## src/rtl/ps2_key_decoder.sv

```systemverilog
// PS/2 keyboard receiver: frames raw PS/2 serial data, decodes make/break scancodes into 4-bit key codes.
// Optional parity checking is enabled with `define PS2_PARITY_CHECK_EN.
module ps2_key_decoder #(
  parameter int CLK_FREQ_HZ = 65_000_000,
  parameter int TIMEOUT_US  = 200
) (
  input  logic       clk,
  input  logic       rst,
  input  logic       ps2_clk,
  input  logic       ps2_data,
  output logic [3:0] key_code,
  output logic       key_valid,
  output logic       frame_err
);

  localparam int TIMEOUT_CYC = CLK_FREQ_HZ / 1_000_000 * TIMEOUT_US;
  localparam int TW          = $clog2(TIMEOUT_CYC + 1);

  localparam logic [3:0] KEY_RELESED = 4'd0;
  localparam logic [3:0] KEY_A       = 4'd1;
  localparam logic [3:0] KEY_S       = 4'd2;
  localparam logic [3:0] KEY_W       = 4'd3;
  localparam logic [3:0] KEY_D       = 4'd4;
  localparam logic [3:0] KEY_1       = 4'd5;
  localparam logic [3:0] KEY_2       = 4'd6;
  localparam logic [3:0] KEY_3       = 4'd7;
  localparam logic [3:0] KEY_4       = 4'd8;
  localparam logic [3:0] KEY_ESC     = 4'd9;

  localparam logic [7:0] SC_BREAK = 8'hF0;
  localparam logic [7:0] SC_EXT   = 8'hE0;

  typedef enum logic [1:0] {
    IDLE      = 2'd0,
    BREAK     = 2'd1,
    EXT       = 2'd2,
    EXT_BREAK = 2'd3
  } state_t;

  // Returns {mapped, key}; mapped=0 for scancodes the game does not use.
  function automatic logic [4:0] map_scan(input logic [7:0] sc);
    case (sc)
      8'h1C:   map_scan = {1'b1, KEY_A};
      8'h1B:   map_scan = {1'b1, KEY_S};
      8'h1D:   map_scan = {1'b1, KEY_W};
      8'h23:   map_scan = {1'b1, KEY_D};
      8'h16:   map_scan = {1'b1, KEY_1};
      8'h1E:   map_scan = {1'b1, KEY_2};
      8'h26:   map_scan = {1'b1, KEY_3};
      8'h25:   map_scan = {1'b1, KEY_4};
      8'h76:   map_scan = {1'b1, KEY_ESC};
      default: map_scan = 5'b0_0000;
    endcase
  endfunction

  logic [2:0]    clk_sync;
  logic [1:0]    data_sync;
  logic          fall;
  logic          din;
  logic [3:0]    bit_cnt;
  logic [7:0]    shift;
  logic [TW-1:0] wd_cnt;
  logic [7:0]    byte_data;
  logic          byte_valid;
  logic          err_pulse;
`ifdef PS2_PARITY_CHECK_EN
  logic          parity_bit;
`endif

  state_t        state;
  state_t        state_n;
  logic [3:0]    key_reg;
  logic [3:0]    key_n;
  logic          valid_reg;
  logic [4:0]    map_res;

  // Bit 2 of clk_sync is the previous synchronised level, used for edge detection.
  assign fall = clk_sync[2] & ~clk_sync[1];
  assign din  = data_sync[1];

  always_ff @(posedge clk or posedge rst) begin
    if (rst) begin
      clk_sync  <= 3'b111;
      data_sync <= 2'b11;
    end else begin
      clk_sync  <= {clk_sync[1:0], ps2_clk};
      data_sync <= {data_sync[0], ps2_data};
    end
  end

  // Frame receiver with idle watchdog; byte_valid and err_pulse land one cycle after the stop edge.
  always_ff @(posedge clk or posedge rst) begin
    if (rst) begin
      bit_cnt    <= 4'd0;
      shift      <= 8'h00;
      wd_cnt     <= '0;
      byte_data  <= 8'h00;
      byte_valid <= 1'b0;
      err_pulse  <= 1'b0;
`ifdef PS2_PARITY_CHECK_EN
      parity_bit <= 1'b0;
`endif
    end else begin
      byte_valid <= 1'b0;
      err_pulse  <= 1'b0;
      if (fall) begin
        wd_cnt <= '0;
        case (bit_cnt)
          4'd0: begin
            if (din) begin
              err_pulse <= 1'b1;
            end else begin
              bit_cnt <= 4'd1;
            end
          end
          4'd1, 4'd2, 4'd3, 4'd4, 4'd5, 4'd6, 4'd7, 4'd8: begin
            shift   <= {din, shift[7:1]};
            bit_cnt <= bit_cnt + 4'd1;
          end
          4'd9: begin
`ifdef PS2_PARITY_CHECK_EN
            parity_bit <= din;
`endif
            bit_cnt <= 4'd10;
          end
          4'd10: begin
            bit_cnt <= 4'd0;
            if (!din) begin
              err_pulse <= 1'b1;
`ifdef PS2_PARITY_CHECK_EN
            end else if ((^shift ^ parity_bit) != 1'b1) begin
              err_pulse <= 1'b1;
`endif
            end else begin
              byte_data  <= shift;
              byte_valid <= 1'b1;
            end
          end
          default: bit_cnt <= 4'd0;
        endcase
      end else if (bit_cnt != 4'd0) begin
        if (wd_cnt == TW'(TIMEOUT_CYC - 1)) begin
          bit_cnt <= 4'd0;
          wd_cnt  <= '0;
        end else begin
          wd_cnt <= wd_cnt + TW'(1);
        end
      end else begin
        wd_cnt <= '0;
      end
    end
  end

  // Scancode FSM state and registered key outputs.
  always_ff @(posedge clk or posedge rst) begin
    if (rst) begin
      state     <= IDLE;
      key_reg   <= KEY_RELESED;
      valid_reg <= 1'b0;
    end else begin
      state     <= state_n;
      key_reg   <= key_n;
      valid_reg <= (key_n != key_reg);
    end
  end

  // Next-state and next-key decode for each received byte.
  always_comb begin
    state_n = state;
    key_n   = key_reg;
    map_res = map_scan(byte_data);
    if (byte_valid) begin
      case (state)
        IDLE: begin
          if (byte_data == SC_BREAK) begin
            state_n = BREAK;
          end else if (byte_data == SC_EXT) begin
            state_n = EXT;
          end else if (map_res[4]) begin
            key_n = map_res[3:0];
          end else begin
            state_n = IDLE;
          end
        end
        BREAK: begin
          state_n = IDLE;
          // Only releasing the currently held key clears it; older keys were superseded.
          if (map_res[4] && (map_res[3:0] == key_reg)) begin
            key_n = KEY_RELESED;
          end else begin
            key_n = key_reg;
          end
        end
        EXT: begin
          if (byte_data == SC_BREAK) begin
            state_n = EXT_BREAK;
          end else begin
            state_n = IDLE;
          end
        end
        EXT_BREAK: state_n = IDLE;
        default:   state_n = IDLE;
      endcase
    end else begin
      state_n = state;
    end
  end

  assign key_code  = key_reg;
  assign key_valid = valid_reg;
  assign frame_err = err_pulse;

endmodule

```

## config.mk

```make
export PLATFORM = sky130hd
export DESIGN_NAME = ps2_key_decoder
export DESIGN_NICKNAME = d
export VERILOG_FILES = /design/src/rtl/ps2_key_decoder.sv
export SDC_FILE = /design/constraint.sdc
export NUM_CORES = 1
export LEC_CHECK = 0
export CAP_MARGIN = 20
export CORE_AREA = 8 8 94 96
export DETAILED_ROUTE_END_ITERATION = 10
export DIE_AREA = 0 0 102 104
export PLACE_DENSITY_LB_ADDON = 0.12
export SYNTH_ARGS = -nofsm -noshare
export SYNTH_HDL_FRONTEND = slang
export SYNTH_SLANG_ARGS = --single-unit
```

## constraint.sdc

```tcl
create_clock -name clk -period 4.4 [get_ports clk]
set_clock_uncertainty 0.15 [all_clocks]
set_input_delay 0.88 -clock clk [delete_from_list [all_inputs] [get_ports clk]]
set_output_delay 0.88 -clock clk [all_outputs]
set_load 0.05 [all_outputs]
```

==> qor.csv <==
metric,value,unit
run status,"complete, no violations",
worst path arrival time,1620,ps
core region area,0.007447,mm2
fraction of final layout cells with drive strength greater than 1,0.1489,
GRT Total Usage,0.09813,
measured slew at the worst slew-check pin,502.3,ps
VDD IR-drop max,0.0001777,V
count of port buffers added during placement,9,
category of the critical setup timing path,flop to primary output,
clock power share,0.314,
# rows,32,
Cells after Synth,253,
fin crit period,2650,ps
Final Setup Violations,0,
Total Die Area,0.01061,mm2
share of the clock period used by the worst path,0.6024,
crit-path cells,clkdlybuf4s50_1,
number of routed nets with antenna violations,0,
unrepaired setup endpoints after global routing,false,
number of cells upsized or downsized after cts,0,
cts bufs inserted,5,
final hold viol count,0,
cell at the root of the clock tree,sky130_fd_sc_hd__clkbuf_8,
power density over cell area,381.5,mW/mm2
element type at the critical path start,flop,
number of remaining DRC errors,0,
count of hold-fix buffers inserted at cts,0,
max frequency,0.3773,GHz
top flip-flop cell by instance count after synthesis,sky130_fd_sc_hd__dfrtp_1,
Total Negative Setup Slacks,0,ps
clock slew at the register clock pins of the worst setup and hold paths,90,ps
initial antenna violation count,0,
distinct cell type count after synthesis,53,
number of setup buffers added after CTS,0,
endpoint required time on the critical path,3370,ps
sequential element share of the synthesized area,0.4751,
Post-synth EDFFs,0,
Sw Share,0.2742,
pin count of the biggest net entering global routing,49,
"number of placed instances, taps included",355,
via count,1831,
crit path max fanout,6,
synthesized area,0.002541,mm2
global placer's final weighted congestion,0.8282,
max-cap violations,0,
delay of the slowest critical-path stage,850,ps
GR Overflow Total,0,
number of global-route vias before repair,1882,
initial standard-cell utilization of the core,0.3412,
number of filler cells placed in the layout,784,
Mapped Avg Cell Area,10.04,um2
switching power,297.6,uW
leakage power,1.188,nW
gate family responsible for the most delay along the worst path,buffers and inverters,
clock tree from TritonCTS,built,
"wirelength, routed",4.755,mm
Detailed Routing Iterations Pass 1,4,
combinational share of power,0.188,
Flop pwr share,0.498,
DRT iter0 DRCs,51,
internal power summed over all cells,787.9,uW
Die W,102,um
kind of end point of the critical path,primary output,
post-route non-filler standard cell count,364,
mean number of vias per cell,5.030,
total clock sinks,48,
Chip Height,104,um
Rel. slew slack,0.6641,
estimated wirelength of the detail-placed design,3.473,mm
number of buffer and inverter instances along the worst setup path,1,
number of antenna repair diodes,0,
Syn. warnings,0,
fin nets,270,
first-pass GRT wire length,8.583,mm
"Net Count, Synth",262,
standard cell with the maximum stage delay on the critical path,sky130_fd_sc_hd__clkdlybuf4s50_1,
Max Root-Sink Buffers,2,
detail-routed net length per standard cell,13.06,um
max-slew violation count,0,
H-tree level count,2,
Tightest Hold Check Type,flop to flop,
"Area growth, synth to finish",11.96,%
register bit total from synthesis,48,
share of flip-flops with an asynchronous set or reset,1.000,
clock latency on the worst-skew pair,290,ps
number of I/O pins,10,
[routing by layer]
metal  track usage  up-vias  part of all wire
met5             0        -                 0
met4       0.03778        0             0.017
met3       0.02477        8             0.029
met2        0.1570       24              0.48
met1        0.1222      889              0.48
li1              -      910                 -
[power by group through the flow]
stage,Sequential (mW),Clock [mW],Combinational [mW]
2_1_floorplan,0.540,0,0.167
3_3_place_gp,0.550,0,0.205
3_5_place_dp,0.550,0,0.206
4_1_cts,0.542,0.354,0.207
5_1_grt,0.551,0.373,0.242
6_report,0.541,0.340,0.204
[cell usage after synthesis (3+ instances only)]
cell type                  count  area (um2)
sky130_fd_sc_hd__nor3b_1       4       30.03
sky130_fd_sc_hd__nor2b_1       3       18.77
sky130_fd_sc_hd__nand3_1      11       55.05
sky130_fd_sc_hd__a31oi_1       3       18.77
sky130_fd_sc_hd__dfstp_2       5       131.4
sky130_fd_sc_hd__buf_6         3       33.78
sky130_fd_sc_hd__dfrtp_1      43        1076
sky130_fd_sc_hd__xnor2_1       7       61.31
sky130_fd_sc_hd__o21ai_0      15       75.07
sky130_fd_sc_hd__xor2_1        8       70.07
sky130_fd_sc_hd__inv_1        11       41.29
sky130_fd_sc_hd__mux2_2       13       146.4
sky130_fd_sc_hd__nand2_1      26       97.59
sky130_fd_sc_hd__nor3_1        5       25.02
sky130_fd_sc_hd__and3_1        3       18.77
sky130_fd_sc_hd__clkbuf_1      5       18.77
sky130_fd_sc_hd__nand4_1       5       31.28
sky130_fd_sc_hd__ha_1          5       62.56
sky130_fd_sc_hd__o22ai_1       6       37.54
sky130_fd_sc_hd__nor2_1       26       97.59
[cells by family (layout without fill, tap and decap cells)]
logic type / Yosys count / after routing / share of synthesized area
buffers and inverters: 20 / 29 / 0.03988
muxes: 15 / 15 / 0.06549
AOI/OAI and AO/OA: 41 / 41 / 0.1083
adders and majority gates: 5 / 5 / 0.02462
and+or+nand+nor: 109 / 109 / 0.2349
DFF: 48 / 48 / 0.4751
xor gates and xnor gates: 15 / 15 / 0.05170
[sequential cells by signal (all words and copies together), names as in the netlist]
name,count
wd_cnt,14
state,2
clk_sync,3
key_code,4
bit_cnt,4
key_valid,1
shift,8
frame_err,1
data_sync,2
byte_data,8
byte_valid,1
[area by class of cell]
| class | instances | area (um2) | area share |
|---|---|---|---|
| clock buffer | 7 | 96.34 | 0.03386 |
| clock inverter | 1 | 30.03 | 0.01055 |
| inverter | 11 | 41.29 | 0.01451 |
| multi-input combinational | 185 | 1232 | 0.4332 |
| sequential | 48 | 1207 | 0.4244 |
| tap | 102 | 127.6 | 0.04485 |
| timing repair buffer | 10 | 110.1 | 0.03870 |
[path summary, 6_finish.rpt]
path | endpoint | slack (ps) | from | cells past startpoint
setup / recovery | key_code[1] | 1750 | key_code[1]$_DFF_PP0_ | 1
hold / removal | data_sync[1]$_DFF_PP1_ | 210 | data_sync[0]$_DFF_PP1_ | 0
setup reg to reg | key_code[3]$_DFF_PP0_ | 1800 | byte_data[4]$_DFFE_PP0P_ | 7
hold reg to reg | data_sync[1]$_DFF_PP1_ | 210 | data_sync[0]$_DFF_PP1_ | 0
max in group asynchronous | data_sync[0]$_DFF_PP1_ | 2830 | rst | 3
min in group asynchronous | bit_cnt[2]$_DFFE_PP0P_ | 710 | rst | 2
[layout by cell type, fill, tap and decap left out, drive strengths merged, types with 6 or more instances in the layout]
master         instances
o22ai                  6
clkbuf                 7
nand2                 26
xnor2                  7
clkdlybuf4s50          9
nor3b                  6
inv                   11
o21ai                 15
nor2                  26
nand3                 11
xor2                   8
mux2                  13
dfrtp                 43
[metrics by stage]
stage	util	hold WS [ps]	setup WS, ps	instance area, um2	total power [mW]
final	0.3821	209.7	1750	2845	1.086
after floorplan	-	195.2	2101	2541	0.7076
after detailed placement	0.3624	199.5	1840	2699	0.7563
after global routing	0.3821	212.1	1637	2845	1.166
after global placement	0.3624	195.8	1827	2699	0.7551
after CTS	0.3794	211.5	1743	2825	1.102
[worst register-to-register path, stage by stage, from the launching register on]
cell and delay (ps):
sky130_fd_sc_hd__dfrtp_1 550, sky130_fd_sc_hd__nand3b_1 140, sky130_fd_sc_hd__nor3_1 410, sky130_fd_sc_hd__mux2i_1 240, sky130_fd_sc_hd__a21oi_1 110, sky130_fd_sc_hd__or4_1 540, sky130_fd_sc_hd__a21oi_2 220, sky130_fd_sc_hd__o22ai_1 120
No activity file was read; power rests on OpenSTA's default activity.
